## src/rtl/crc9_pkg.sv

```systemverilog
// rtl/crc9_pkg.sv - shared constants, FSM state type and one-bit CRC-9 division step.
package crc9_pkg;

  localparam int DATA_W    = 10;
  localparam int CRC_W     = 9;
  localparam int FRAME_LEN = DATA_W + CRC_W;
  localparam int CNT_W     = 5;

  // Generator 1 + y + y^8 + y^9; the y^9 term is implicit in the shift-out.
  localparam logic [CRC_W-1:0] POLY = 9'h103;

  typedef enum logic [1:0] {
    IDLE,
    RECV,
    DONE
  } state_e;

  function automatic logic [CRC_W-1:0] crc9_step(input logic [CRC_W-1:0] s, input logic b);
    return {s[CRC_W-2:0], b} ^ (s[CRC_W-1] ? POLY : '0);
  endfunction

endpackage

```

## src/rtl/crc9_lfsr_div.sv

```systemverilog
// rtl/crc9_lfsr_div.sv - one-bit-per-cycle polynomial division register for CRC-9.
// clr together with en restarts division with b as the first codeword bit.
module crc9_lfsr_div
  import crc9_pkg::*;
(
  input  logic             clk,
  input  logic             rst,
  input  logic             en,
  input  logic             clr,
  input  logic             b,
  output logic [CRC_W-1:0] lfsr_o,
  output logic [CRC_W-1:0] lfsr_next_o
);

  logic [CRC_W-1:0] lfsr_q;
  logic [CRC_W-1:0] lfsr_d;
  logic [CRC_W-1:0] base;

  assign base        = clr ? '0 : lfsr_q;
  assign lfsr_next_o = crc9_step(base, b);

  always_comb begin
    lfsr_d = lfsr_q;
    if (en) begin
      lfsr_d = lfsr_next_o;
    end else if (clr) begin
      lfsr_d = '0;
    end
  end

  always_ff @(posedge clk or posedge rst) begin
    if (rst) begin
      lfsr_q <= '0;
    end else begin
      lfsr_q <= lfsr_d;
    end
  end

  assign lfsr_o = lfsr_q;

endmodule

```

## config.mk

```make
export PLATFORM = sky130hd
export DESIGN_NAME = crc9_lfsr_div
export DESIGN_NICKNAME = d
export VERILOG_FILES = /design/src/rtl/crc9_pkg.sv /design/src/rtl/crc9_lfsr_div.sv
export SDC_FILE = /design/constraint.sdc
export NUM_CORES = 1
export LEC_CHECK = 0
export CORE_MARGIN = 4
export CORE_UTILIZATION = 30
export DETAILED_ROUTE_END_ITERATION = 16
export SYNTH_ARGS = -nofsm -noshare
export SYNTH_HDL_FRONTEND = slang
export SYNTH_SLANG_ARGS = --single-unit
```

## constraint.sdc

```tcl
create_clock -name clk -period 1.1 [get_ports clk]
set_input_delay 0.33 -clock clk [delete_from_list [all_inputs] [get_ports clk]]
set_output_delay 0.33 -clock clk [all_outputs]
set_load 0.01 [all_outputs]
```

======== Word-level counts from Yosys, hierarchy flattened ========
Cells that the tools add are included.
cells by class
  bitwise gates (word level) .............. 1
  muxes and demuxes ....................... 3
operators with widths
  kind           number
  $mux W9        3
  $xor A9 B9 Y9  1
word-level totals
  logic and storage cells ................. 5
  register bits after elaboration ......... 9
  output and inout port bits .............. 18

======== Longest topological paths before layout ========
  depth in word-level cells ............... 4
  mapped depth ............................ 3
  depth with buffers taken out ............ 2

======== Worst setup path after synthesis ========
No wires, ideal clock.
  path kind ............................... input to output
  from .................................... input port clr
  to ...................................... output port lfsr_next_o[0]
  data arrival time ....................... 0.843 ns
  buffers on the path ..................... 1
  data required time ...................... 0.770 ns
  path slack .............................. -0.073 ns
  cell stages on the path ................. 3
  cell sequence ........................... buf_6 nand2b_1 xnor2_1
on the way
  word-level cells in the longest chain between the ends .. 3
RTL lines
  element          line                 text
  start, declared  crc9_lfsr_div.sv:9   input logic clr,
  $mux W9          n/a
  $mux W9          crc9_pkg.sv:19       return {s[CRC_W-2:0], b} ^ (s[CRC_W-1] ? POLY : '0);
  $xor A9 B9 Y9    crc9_pkg.sv:19
  end, declared    crc9_lfsr_div.sv:12  output logic [CRC_W-1:0] lfsr_next_o
Every way passes these cells.

======== Worst setup path in the final report ========
  from .................................... register lfsr_q[0] (netlist: lfsr_o[0])
  to ...................................... output port lfsr_next_o[1]
on the way
  word-level cells in the longest chain between the ends .. 2
RTL lines
  element                 line                 text
  start, declared         crc9_lfsr_div.sv:15  logic [CRC_W-1:0] lfsr_q;
  start signal, assigned  crc9_lfsr_div.sv:35  lfsr_q <= lfsr_d;
  $mux W9                 n/a
  $xor A9 B9 Y9           crc9_pkg.sv:19
Every way passes these cells.

==> impl_metrics.ini <==
[floorplan]
initial_utilization = 0.319
die_area_um2 = 2330
chipHeight_um = 48.3
rows = 14
ioPinCount = 23
coreArea_um2 = 1520
die_width_um = 48.3

[placement]
place.gp.congestion = 0.670
pre_cts_slack_ns = -0.906
dpl.hpwl_um = 969
portBuffers = 22

[yosys]
ys_warn_count = 0
syn_avg_cell_area_um2 = 10.6
ys_types = 18
netlist_area_um2 = 487
syn_nets = 51
synth_cells = 46
synth-seq-cells = 9
seq_area_frac_synth = 0.463

[sta]
worst_pin_slew_ns = 0.367
skew_ns = 0.00135
fmax_ghz = 0.671
post-route-min-period_ns = 1.49
slew-limit-headroom = 0.755
finalSetupTns_ns = -3.35
holdWs_ns = 0.333
setup_viol = 19
report.final.slew_viol_count = 0
finalHoldViolations = 0
rsz0062_at_grt = true
setup_slack_ns = -0.391
timing.final.crit_share = 1.36

[power]
power_density_nw_per_um2 = 750
vdd.ir_drop.worst_v = 0.000565
power.leakage_nw = 0.550
total_power_uw = 775

[critical_path]
critPathKind = reg -> out
endpoint_kind = primary output
r2r.worst_path.cells = 4
cpPeakStageDelay_ns = 0.40
cp-start-kind = flip-flop
cp.required_ns = 0.77
path_cells = buf_4, xnor2_4, nor2_2, buf_2
slowest_stage = dfrtp_1
worstPathMaxFanout = 2
arrival_ns = 1.16

[final_layout]
layout_commonest_cell = buf_6
ff_latch_area_um2 = 226
drive_gt1_frac = 0.620
antenna_cells = 0
final_cell_mix = buf_6, buf_4, buf_2
multi_input_area_um2 = 288
area_growth_pct = 112
largest_reg_flops = 9
final_nets = 106
fillers = 115

[drt]
first_pass_iters = 4
vias = 537
wl_mm = 1.39
drt_iter0_markers = 4
viasPerCell = 4.63
post-route-drc-count = 0
wire_per_inst_um = 12.0
ant_nets = 0

[global_routing]
grtUsageTotal = 0.140
grt_max_degree = 10
overflow = 0
grt_pass1_vias = 527
grt_pass1_wl_mm = 2.31
antenna_found_initial = 0

[cts]
cts_tree = built
cts.path.max_buffers = 2
cts_hold_buf = 0
cts_made_buffers = 3
cts.clk_slew.worst_paths_ns = 0.07
clock_sinks = 9
cts_max_level = 1
root_buffer = clkbuf_4
clk_latency_ns = 0.26

[hold_path]
hold_class = in -> async

[flow_run]
maxCapViolCount = 0

[run_status]
violations = negative setup slack
status = finished with violations
metal layers:
metal	vias up	wire (um)	track usage
li1	262	-	-
met1	258	602	0.182
met2	17	696	0.227
met3	0	90	0.0332
met4	0	0	0.0484
met5	-	0	0
critical path: cells and delay by family (launching register included):
kind / cells / cell delay [ns]
xor+xnor: 1 / 0.18
flops: 1 / 0.40
simple gates: 1 / 0.04
buf+inv: 2 / 0.29
synth_stat cells:
master / number / share of area
dfrtp_1: 9 / 0.46
nor2_1: 9 / 0.069
mux2i_1: 6 / 0.12
nor2b_1: 6 / 0.077
xnor2_1: 3 / 0.054
a211o_1: 1 / 0.018
a211oi_2: 1 / 0.026
a21bo_1: 1 / 0.021
a21oi_1: 1 / 0.010
and2_1: 1 / 0.013
and4bb_1: 1 / 0.026
buf_2: 1 / 0.010
buf_4: 1 / 0.015
buf_6: 1 / 0.023
inv_1: 1 / 0.0077
nand2b_1: 1 / 0.013
nand3b_1: 1 / 0.015
nor3b_1: 1 / 0.015
through the flow:
stage                util  area [um2]  std cells
floorplan               -         515         46
global placement    0.579         882        101
detailed placement  0.579         882        101
CTS                 0.658        1000        115
global route        0.677        1030        116
finish              0.677        1030        116
power breakdown:
group	internal, mW	switching [mW]
Sequential	0.338	0.00530
Combinational	0.0968	0.0683
Clock	0.140	0.126
Total	0.575	0.199
worst paths after layout:
kind | start | end | slack (ns)
setup / recovery | lfsr_o[0] | lfsr_next_o[1] | -0.39
hold reg to reg | lfsr_o[1] | lfsr_o[2] | 0.65
min in group clk | clr | lfsr_o[4] | 0.40
max in group asynchronous | rst | lfsr_o[8] | 0.48
hold / removal | rst | lfsr_o[6] | 0.33
setup reg to reg | lfsr_o[8] | lfsr_o[0] | -0.11
final cells by class:
| type | count | area share |
|---|---|---|
| repair buffers | 53 | 0.453 |
| multi-input cells | 33 | 0.279 |
| flip-flops and latches | 9 | 0.219 |
| clock buffers | 4 | 0.0255 |
| well taps | 16 | 0.0194 |
| inverters | 1 | 0.00364 |
cell families (layout without fill, tap and decap cells):
logic type | Yosys count | in the layout | share of synthesized area
AND/OR/NAND/NOR | 20 | 20 | 0.229
flip-flops | 9 | 9 | 0.463
multiplexers | 6 | 6 | 0.123
AO/OA/AOI/OAI | 4 | 4 | 0.0745
buffers and inverters | 4 | 58 | 0.0565
XOR/XNOR | 3 | 3 | 0.0540
what timing repair did:
action | CTS | global route
pin swaps | 3 | 0
resized for setup | 101 | 7
endpoints found under the setup margin | 27 | 20
setup buffers | 10 | 3
(Power assumes the default switching activity.)
